### src/rtl/bin_to_bcd_seq.sv
// bin_to_bcd_seq: sequential shift-add-3 (double-dabble) binary-to-BCD converter.
// One iteration per clock, valid/ready handshake on input and output.
// Optional feature macro: BIN2BCD_OVF_EN -- when defined, ovf flags results
// above 99 (any digit above tens non-zero); when undefined ovf is tied to 0.
// The ovf compare assumes DIGITS >= 3.
module bin_to_bcd_seq #(
  parameter int BIN_W  = 8,
  parameter int DIGITS = 3
) (
  input  logic                  clk,
  input  logic                  rst,
  input  logic                  in_valid,
  output logic                  in_ready,
  input  logic [BIN_W-1:0]      bin,
  output logic                  out_valid,
  input  logic                  out_ready,
  output logic [4*DIGITS-1:0]   bcd,
  output logic                  ovf
);

  localparam int DIG_W = 4 * DIGITS;
  localparam int SR_W  = DIG_W + BIN_W;
  localparam int CNT_W = $clog2(BIN_W + 1);

  typedef enum logic [1:0] {IDLE, SHIFT, DONE} state_t;

  state_t             state, state_nxt;
  logic [SR_W-1:0]    sr;
  logic [SR_W-1:0]    sr_step;
  logic [CNT_W-1:0]   cnt;
  logic               last;
  logic [DIG_W-1:0]   bcd_q;

  // Add 3 to every digit field that is 5 or more; no carry between fields.
  function automatic logic [DIG_W-1:0] add3_digits(input logic [DIG_W-1:0] d);
    logic [DIG_W-1:0] r;
    r = d;
    for (int i = 0; i < DIGITS; i++) begin
      if (d[4*i +: 4] >= 4'd5) r[4*i +: 4] = d[4*i +: 4] + 4'd3;
    end
    return r;
  endfunction

  // One double-dabble iteration: adjust digits, then shift the whole register.
  assign sr_step = {add3_digits(sr[SR_W-1:BIN_W]), sr[BIN_W-1:0]} << 1;
  assign last    = (cnt == CNT_W'(BIN_W - 1));

  assign in_ready  = (state == IDLE) && !rst;
  assign out_valid = (state == DONE) && !rst;
  assign bcd       = bcd_q;

  // State register; reset forces IDLE from any state.
  always_ff @(posedge clk) begin
    if (rst) state <= IDLE;
    else     state <= state_nxt;
  end

  // Next-state logic for the handshake sequence IDLE -> SHIFT -> DONE.
  always_comb begin
    state_nxt = state;
    case (state)
      IDLE:    if (in_valid)  state_nxt = SHIFT;
      SHIFT:   if (last)      state_nxt = DONE;
      DONE:    if (out_ready) state_nxt = IDLE;
      default:                state_nxt = IDLE;
    endcase
  end

  // Working shift register and iteration counter; always reloaded on accept.
  always_ff @(posedge clk) begin
    if (state == IDLE && in_valid) begin
      sr  <= {{DIG_W{1'b0}}, bin};
      cnt <= '0;
    end else if (state == SHIFT) begin
      sr  <= sr_step;
      cnt <= cnt + 1'b1;
    end
  end

  // Result register: captured on the final iteration, held until the next one.
  always_ff @(posedge clk) begin
    if (rst)                        bcd_q <= '0;
    else if (state == SHIFT && last) bcd_q <= sr_step[SR_W-1:BIN_W];
  end

`ifdef BIN2BCD_OVF_EN
  logic ovf_q;

  // Value exceeds 99 when any digit above the tens digit is non-zero.
  function automatic logic over_99(input logic [DIG_W-1:0] d);
    return |d[DIG_W-1:8];
  endfunction

  // Overflow flag registered alongside the BCD result.
  always_ff @(posedge clk) begin
    if (rst)                        ovf_q <= 1'b0;
    else if (state == SHIFT && last) ovf_q <= over_99(sr_step[SR_W-1:BIN_W]);
  end

  assign ovf = ovf_q;
`else
  assign ovf = 1'b0;
`endif

endmodule

### config.mk
export PLATFORM = sky130hd
export DESIGN_NAME = bin_to_bcd_seq
export DESIGN_NICKNAME = d
export VERILOG_FILES = /design/src/rtl/bin_to_bcd_seq.sv
export SDC_FILE = /design/constraint.sdc
export NUM_CORES = 1
export LEC_CHECK = 0
export ABC_CLOCK_PERIOD_IN_PS = 3400
export CAP_MARGIN = 15
export CORE_MARGIN = 4
export CORE_UTILIZATION = 31
export CTS_BUF_LIST = sky130_fd_sc_hd__clkbuf_16
export CTS_CLUSTER_DIAMETER = 150
export DETAILED_ROUTE_END_ITERATION = 10
export DONT_BUFFER_PORTS = 1
export GPL_ROUTABILITY_DRIVEN = 1
export PLACE_DENSITY = 0.55
export REMOVE_ABC_BUFFERS = 1
export SETUP_SLACK_MARGIN = 0.05
export SYNTH_ARGS = -nofsm -noshare
export SYNTH_HDL_FRONTEND = slang
export SYNTH_SLANG_ARGS = --single-unit
### constraint.sdc
create_clock -name clk -period 3.4 [get_ports clk]
set_clock_uncertainty 0.1 [all_clocks]
set_input_delay 0.68 -clock clk [delete_from_list [all_inputs] [get_ports clk]]
set_output_delay 0.68 -clock clk [all_outputs]
set_load 0.01 [all_outputs]
==> flow_summary.json, run 1 <==
{
  "worst_pin_slew_ns": 0.832,
  "final-setup-viol-count": 0,
  "cp.required_ns": 2.62,
  "finalMaxSlewViolations": 0,
  "max_freq_mhz": 523,
  "cp_slowest_cell": "dfxtp_1",
  "routed_wl_um": 3550,
  "ir_drop_v": 0.000332,
  "cts_resized": 0,
  "finalCriticalPeriod_ns": 1.91,
  "startpoint_type": "flop",
  "hp-class": "in -> reg",
  "seq_area_frac_synth": 0.495,
  "hold_violations": 0,
  "status": "finished clean",
  "vias_per_cell": 5.10,
  "synth_area_leaders": "dfxtp_1 (35%), edfxtp_1 (14%), ha_1 (5.2%)",
  "cp_cell_sequence": "nor3b_1",
  "rows": 26,
  "overflow": 0,
  "dieWidth_um": 82.0,
  "netlist_instances": 168,
  "area_growth_pct": 11.9,
  "powerDensity_nw_per_um2": 560,
  "yosysWarningCount": 0,
  "antenna_cells": 0,
  "period_share": 0.562,
  "post-synth-top-area-cell": "dfxtp_1",
  "cts_tree": "done",
  "path_max_fanout": 9,
  "drt_first_pass_iters": 4,
  "power.leakage_nw": 0.752,
  "critPathTopFamily": "flip-flops",
  "core_area_um2": 5200,
  "drcViolationCount": 0,
  "num_vias": 1224,
  "clk_path_buf_depth": 2,
  "io_buffers": 0,
  "end_kind": "primary output",
  "finalNetCount": 188,
  "slew_headroom": 0.444,
  "synth_top_area_share": 0.354,
  "routedWlPerCell_um": 14.8,
  "grt_pass1_wl_um": 5890,
  "dieArea_um2": 6720,
  "initial_utilization": 0.326,
  "place_congestion": 0.801,
  "arrival_ns": 1.13,
  "grt_pass1_vias": 1259,
  "postRouteAntennaNets": 0,
  "hold_ws_ns": 0.368,
  "root_buffer": "clkbuf_16",
  "gr-usage-all-layers": 0.116,
  "synth_cell_types": 41,
  "path_buf_inv": 0,
  "cpPeakStageDelay_ns": 0.45,
  "htreeDepth": 2,
  "cts.sinks": 38,
  "cts_setup_buffers": 0,
  "die_h_um": 82.0,
  "drt-initial-drc-count": 70,
  "insertion_delay_ns": 0.27,
  "drv_cap": 0,
  "hold_buffers": 0,
  "syn-cell-area_um2": 1700,
  "drive_above_1_share": 0.118,
  "numCtsBuffers": 5,
  "clk_pin_slew_ns": 0.06,
  "synth-seq-cells": 38,
  "fin_tns_setup_ns": 0,
  "rsz0062_at_grt": "no",
  "antenna_found_initial": 0,
  "worstSetupPathType": "reg -> out",
  "post-dp-hpwl_um": 2600,
  "grt_start_max_net_pins": 14,
  "boundaryPins": 27,
  "synth.avg_cell_area_um2": 10.1
}
## state kept, by name, summed over array words and instances (netlist names)
name / count
sr: 20
bcd: 12
state: 2
cnt: 4
## worst register-to-register path: cells and delay by family (launching register included)
kind,cells,cell delay (ns)
AOI/OAI and AO/OA,1,0.27
adders and majority gates,1,0.19
DFF,1,0.38
and+or+nand+nor,3,0.87
## final timing paths
kind | start | to | slack (ns) | depth (start not counted)
min | rst | bcd[4] | 0.37 | 1
max reg2reg | cnt[0] | bcd[11] | 1.50 | 5
max | state[1] | out_valid | 1.49 | 1
min reg2reg | bcd[0] | bcd[0] | 0.39 | 2
## routing by layer
metal / global-route usage / vias up / wire [um]
li1: - / 606 / -
met1: 0.133 / 582 / 1570
met2: 0.200 / 32 / 1740
met3: 0.0373 / 4 / 202
met4: 0.0415 / 0 / 26
met5: 0 / - / 0
## stage by stage
step	utilization	instances	setup WS [ns]	power, W	instance area, um2
floorplan	-	161	1.07	0.000609	1660
global route	0.365	240	1.31	0.00111	1900
finish	0.365	240	1.49	0.00106	1900
detailed placement	0.338	232	1.45	0.000638	1760
global placement	0.338	232	1.48	0.000629	1760
CTS	0.365	240	1.44	0.00108	1900
## cells in the mapped netlist
library cell,count
edfxtp_1,8
a21oi_1,7
xor2_1,2
clkbuf_1,2
ha_1,7
buf_2,3
nand3_1,3
nand2_1,10
nor3_1,4
mux2i_1,2
o21ai_0,10
inv_2,1
or2_1,1
dfxtp_1,30
conb_1,1
or3b_2,3
o21a_1,1
o21bai_1,1
a22o_1,4
mux2_2,7
a2111oi_2,1
nor3b_1,4
a21o_1,5
nand4b_1,1
o21ai_1,1
and3_1,5
o22ai_1,2
a311oi_1,3
buf_1,1
nand2b_1,4
a31o_1,1
nor2_1,10
a211oi_1,3
nand4_1,1
buf_4,1
nor2b_1,1
inv_1,9
and2_1,1
a211o_1,2
xnor2_1,3
o31ai_1,2
## layout make-up
| cell class | instances | area (um2) |
|---|---|---|
| fill | 540 | 3310 |
| clock inverter | 3 | 15.0 |
| multi-input combinational | 113 | 786 |
| inverter | 10 | 37.5 |
| sequential | 38 | 841 |
| tap | 70 | 87.6 |
| clock buffer | 5 | 125 |
| timing repair buffer | 1 | 7.51 |
## logic make-up (layout without fill, tap and decap cells)
family	count (synthesis)	after routing	synth area share
xor gates and xnor gates	5	5	0.0258
AOI/OAI and AO/OA	43	43	0.174
other	1	1	0.00221
and+or+nand+nor	48	48	0.151
adders and majority gates	7	7	0.0516
muxes	9	9	0.0582
buffers and inverters	17	19	0.0420
DFF	38	38	0.495
## where the power goes
part           leakage (nW)  internal, W  switching [W]
Combinational         0.356    0.0000483      0.0000577
Sequential            0.325     0.000497      0.0000256
Clock                0.0716     0.000268       0.000168
Total                 0.752     0.000813       0.000252
## layout by cell type, fill, tap and decap left out, drive strengths merged, types with 2 or more instances in the layout
master | Yosys | routed
a211o | 2 | 2
a211oi | 3 | 3
a21o | 5 | 5
a21oi | 7 | 7
a22o | 4 | 4
a311oi | 3 | 3
and3 | 5 | 5
clkbuf | 2 | 5
clkinv | 0 | 2
dfxtp | 30 | 30
edfxtp | 8 | 8
ha | 7 | 7
inv | 10 | 11
mux2 | 7 | 7
mux2i | 2 | 2
nand2 | 10 | 10
nand2b | 4 | 4
nand3 | 3 | 3
nor2 | 10 | 10
nor3 | 4 | 4
nor3b | 4 | 4
o21ai | 11 | 11
o22ai | 2 | 2
o31ai | 2 | 2
or3b | 3 | 3
xnor2 | 3 | 3
xor2 | 2 | 2
No activity file was read; power rests on OpenSTA's default activity.
==> run 2: changes to the inputs <==
ABC_CLOCK_PERIOD_IN_PS = 1800   (was 3400)
clock period = 1.8 ns   (was 3.4 ns; I/O delays follow)
==> flow_summary.json, run 2 (synthesis gave the netlist of run 1 again) <==
{
  "multi_input_area_um2": 797,
  "clk_pin_slew_ns": 0.06,
  "routedWlPerCell_um": 14.7,
  "path_max_fanout": 3,
  "gr-usage-all-layers": 0.115,
  "drive_above_1_share": 0.150,
  "cts_tree": "done",
  "r2r_start": "sr[17]",
  "dieWidth_um": 82.0,
  "drt-initial-drc-count": 34,
  "cpPeakStageDelay_ns": 0.34,
  "grt_pass1_wl_um": 5810,
  "finalCriticalPeriod_ns": 1.65,
  "rows": 26,
  "grt_start_max_net_pins": 14,
  "min_from": "rst",
  "hold_depth": 1,
  "period_share": 0.916,
  "end_kind": "flop",
  "area_growth_pct": 13.9,
  "largest_reg_flops": 20,
  "vias_per_cell": 5.04,
  "place_congestion": 0.807,
  "antenna_found_initial": 0,
  "powerDensity_nw_per_um2": 1050,
  "cp_cell_sequence": "inv_1 > ha_1 > nand2b_1 > a21o_1 > a2111oi_2 > a31o_1",
  "cp_slowest_cell": "dfxtp_1",
  "r2r_slack_ns": 0.15,
  "worstSetupPathType": "reg -> reg",
  "r2r_cells": 6,
  "seq_area_um2": 841,
  "routed_wl_um": 3580,
  "status": "finished clean",
  "arrival_ns": 1.78,
  "dieArea_um2": 6720,
  "drv_cap": 0,
  "power.leakage_nw": 0.772,
  "post-dp-hpwl_um": 2570,
  "cp.required_ns": 1.93,
  "core_area_um2": 5200,
  "io_buffers": 0,
  "n_fill_cell": 546,
  "numCtsBuffers": 5,
  "finalMaxSlewViolations": 0,
  "initial_utilization": 0.326,
  "root_buffer": "clkbuf_16",
  "path_buf_inv": 1,
  "cts.sinks": 38,
  "r2r-end": "bcd[10]",
  "boundaryPins": 27,
  "critPathTopFamily": "compound AO/OA/AOI/OAI gates",
  "drcViolationCount": 0,
  "startpoint_type": "flop",
  "hold_violations": 0,
  "final_common_cell": "dfxtp_1",
  "clk_path_buf_depth": 2,
  "grt_pass1_vias": 1236,
  "finalNetCount": 191,
  "p_total_w": 0.00203,
  "final-setup-viol-count": 0,
  "fin_tns_setup_ns": 0,
  "max_freq_mhz": 606,
  "drt_first_pass_iters": 4,
  "hp-class": "in -> reg",
  "die_h_um": 82.0,
  "insertion_delay_ns": 0.28,
  "htreeDepth": 2,
  "num_vias": 1225,
  "min_to": "bcd[7]",
  "final_cell_mix": "dfxtp_1 (30), nand2_1 (10), o21ai_0 (10), nor2_1 (10), inv_1 (9)",
  "top_register": "sr",
  "rsz0062_at_grt": "no",
  "overflow": 0,
  "ir_drop_v": 0.000442,
  "antenna_cells": 0,
  "postRouteAntennaNets": 0
}
==> run 2: changes by cell type in the layout (fill, tap and decap cells not counted) <==
cell,delta
buf_4,+3
a211oi_1,-1
a211oi_2,+1
a21oi_1,-1
a21oi_2,+1
or2_1,-1
or2_4,+1
==> run 2: layout make-up <==
class / instances / area share
sequential: 38 / 0.435
multi-input combinational: 113 / 0.412
clock buffer: 5 / 0.0647
tap: 70 / 0.0453
inverter: 10 / 0.0194
timing repair buffer: 4 / 0.0155
clock inverter: 3 / 0.00777
==> run 2: worst max path at each step <==
| stage | from | end | slack (ns) | cells after the start |
|---|---|---|---|---|
| 2_1_floorplan | state[0] | sr[1] | -0.22 | 2 |
| 3_3_place_gp | cnt[0] | bcd[10] | 0.19 | 5 |
| 3_5_place_dp | cnt[0] | bcd[10] | 0.1 | 5 |
| 4_1_cts | cnt[0] | bcd[10] | 0.1 | 5 |
| 5_1_grt | sr[17] | bcd[10] | 0.06 | 6 |
| 6_report | sr[17] | bcd[10] | 0.15 | 6 |
==> run 2: through the flow <==
step                setup slack, ns  cell area, um2  hold slack, ns  std cells  utilization
finish                        0.151            1930          0.0441        243        0.371
global route                 0.0586            1930          0.0396        243        0.371
CTS                          0.0966            1920          0.0391        243        0.369
detailed placement           0.0985            1780           0.336        235        0.342
global placement              0.185            1780           0.334        235        0.342
floorplan                    -0.219            1660           0.329        161            -
==> run 2: worst reg2reg max path: cells and delay by family, from the launching register on <==
family / cells / cell delay (ns)
and+or+nand+nor: 1 / 0.20
buffers and inverters: 1 / 0.08
AOI/OAI and AO/OA: 3 / 0.69
DFF: 1 / 0.34
adders and majority gates: 1 / 0.19
==> run 2: report_power, final <==
group          switching [W]  internal [W]
Sequential         0.0000469      0.000938
Combinational       0.000117     0.0000970
Clock               0.000328      0.000506
==> run 2: layer usage <==
metal	up-vias	GRT usage	wire [um]
met3	8	0.0482	274
met4	0	0.0432	61
met1	570	0.129	1530
met2	36	0.195	1710
met5	-	0	0
li1	611	-	-
==> run 2: repair_timing <==
action | CTS | global route
setup endpoints to repair | 0 | 7
hold buffers | 0 | 0
endpoints found under the hold margin | 0 | 0
setup buffers | 0 | 0
gates resized for setup | 0 | 3
==> run 3: changes to the inputs <==
CORE_MARGIN = default   (was 4)
==> flow_summary.json, run 3 (synthesis gave the netlist of run 1 again) <==
{
  "end_kind": "flop",
  "cts_tree": "done",
  "initial_utilization": 0.326,
  "num_vias": 1202,
  "path_max_fanout": 3,
  "finalNetCount": 192,
  "period_share": 0.899,
  "fin_tns_setup_ns": 0,
  "finalCriticalPeriod_ns": 1.62,
  "drcViolationCount": 0,
  "drt_first_pass_iters": 4,
  "hp-class": "in -> reg",
  "hold_violations": 0,
  "finalMaxSlewViolations": 0,
  "routedWlPerCell_um": 13.9,
  "hold_depth": 1,
  "grt_start_max_net_pins": 14,
  "final_cell_mix": "dfxtp_1 (30), inv_1 (11), nand2_1 (10), o21ai_0 (10), nor2_1 (10)",
  "place_inst": 236,
  "grt_pass1_wl_um": 5630,
  "fin_cells": 244,
  "hold_ws_ns": 0.0450,
  "numCtsBuffers": 5,
  "htreeDepth": 2,
  "overflow": 0,
  "ir_drop_v": 0.000546,
  "die_h_um": 76.0,
  "boundaryPins": 27,
  "cts.sinks": 38,
  "startpoint_type": "flop",
  "largest_reg_flops": 20,
  "area_growth_pct": 16.3,
  "arrival_ns": 1.74,
  "top_register": "sr",
  "power.leakage_nw": 0.791,
  "dieArea_um2": 5780,
  "root_buffer": "clkbuf_16",
  "rsz0062_at_grt": "no",
  "io_buffers": 0,
  "fin_ws_ns": 0.181,
  "vias_per_cell": 4.93,
  "max_freq_mhz": 618,
  "insertion_delay_ns": 0.28,
  "powerDensity_nw_per_um2": 1060,
  "grt_pass1_vias": 1160,
  "final_common_cell": "dfxtp_1",
  "routed_wl_um": 3400,
  "rows": 26,
  "antenna_found_initial": 0,
  "drt-initial-drc-count": 32,
  "clk_path_buf_depth": 2,
  "antenna_cells": 0,
  "dp_slack_ns": 0.107,
  "dieWidth_um": 76.0,
  "post-dp-hpwl_um": 2420,
  "r2r_cells": 6,
  "drv_cap": 0,
  "drive_above_1_share": 0.149,
  "status": "finished clean",
  "cp.required_ns": 1.93,
  "core_area_um2": 5200,
  "postRouteAntennaNets": 0,
  "hold_buffers": 0,
  "clk_pin_slew_ns": 0.06,
  "gr-usage-all-layers": 0.126,
  "place_congestion": 0.763,
  "final-setup-viol-count": 0,
  "worstSetupPathType": "reg -> reg"
}
[run 3: cell types whose count changed in the layout (fill, tap and decap cells not counted), sizes merged]
cell    change
buf         +1
clkbuf      +1
clkinv      -2
inv         +1
[run 3: routing by layer]
metal / part of all wire / track usage / up-vias
met5: 0 / 0 / -
met4: 0.012 / 0.0462 / 0
met3: 0.054 / 0.0467 / 5
met2: 0.48 / 0.210 / 22
met1: 0.46 / 0.148 / 562
li1: - / - / 613
[run 3: stage by stage]
stage          power, W  instance area [um2]  utilization
2_1_floorplan   0.00115                 1660            -
3_3_place_gp    0.00120                 1790        0.344
3_5_place_dp    0.00121                 1790        0.344
4_1_cts         0.00213                 1950        0.374
5_1_grt         0.00220                 1970        0.379
6_report        0.00210                 1970        0.379
[run 3: area by class of cell]
class	count	area, um2
flip-flops and latches	38	841
repair buffers	5	37.5
clock inverters	2	7.51
inverters	10	37.5
multi-input cells	113	813
well taps	70	87.6
fillers	522	3230
clock buffers	6	150
[run 3: worst max-delay path: stages (launching register included)]
cell	delay, ns
dfxtp_1	0.35
inv_1	0.08
ha_1	0.20
nand2b_4	0.16
a21o_1	0.22
a2111oi_4	0.33
a31o_1	0.13
[run 3: final timing paths]
path         startpoint  endpoint  slack [ns]
max              sr[17]   bcd[10]        0.18
min reg2reg      cnt[1]    cnt[1]        0.40
max reg2reg      sr[17]   bcd[10]        0.18
min                 rst    bcd[0]        0.05
[run 3: repair_timing]
action	4_1_cts	5_1_grt
gates resized for setup	0	4
setup buffers	0	0
endpoints found under the setup margin	0	5
[run 3: report_power, final]
group | leakage (nW) | switching (W) | total [W] | internal [W]
sequential | 0.325 | 0.0000462 | 0.000985 | 0.000938
clock | 0.0846 | 0.000322 | 0.000909 | 0.000587
combinational | 0.381 | 0.000109 | 0.000207 | 0.0000977
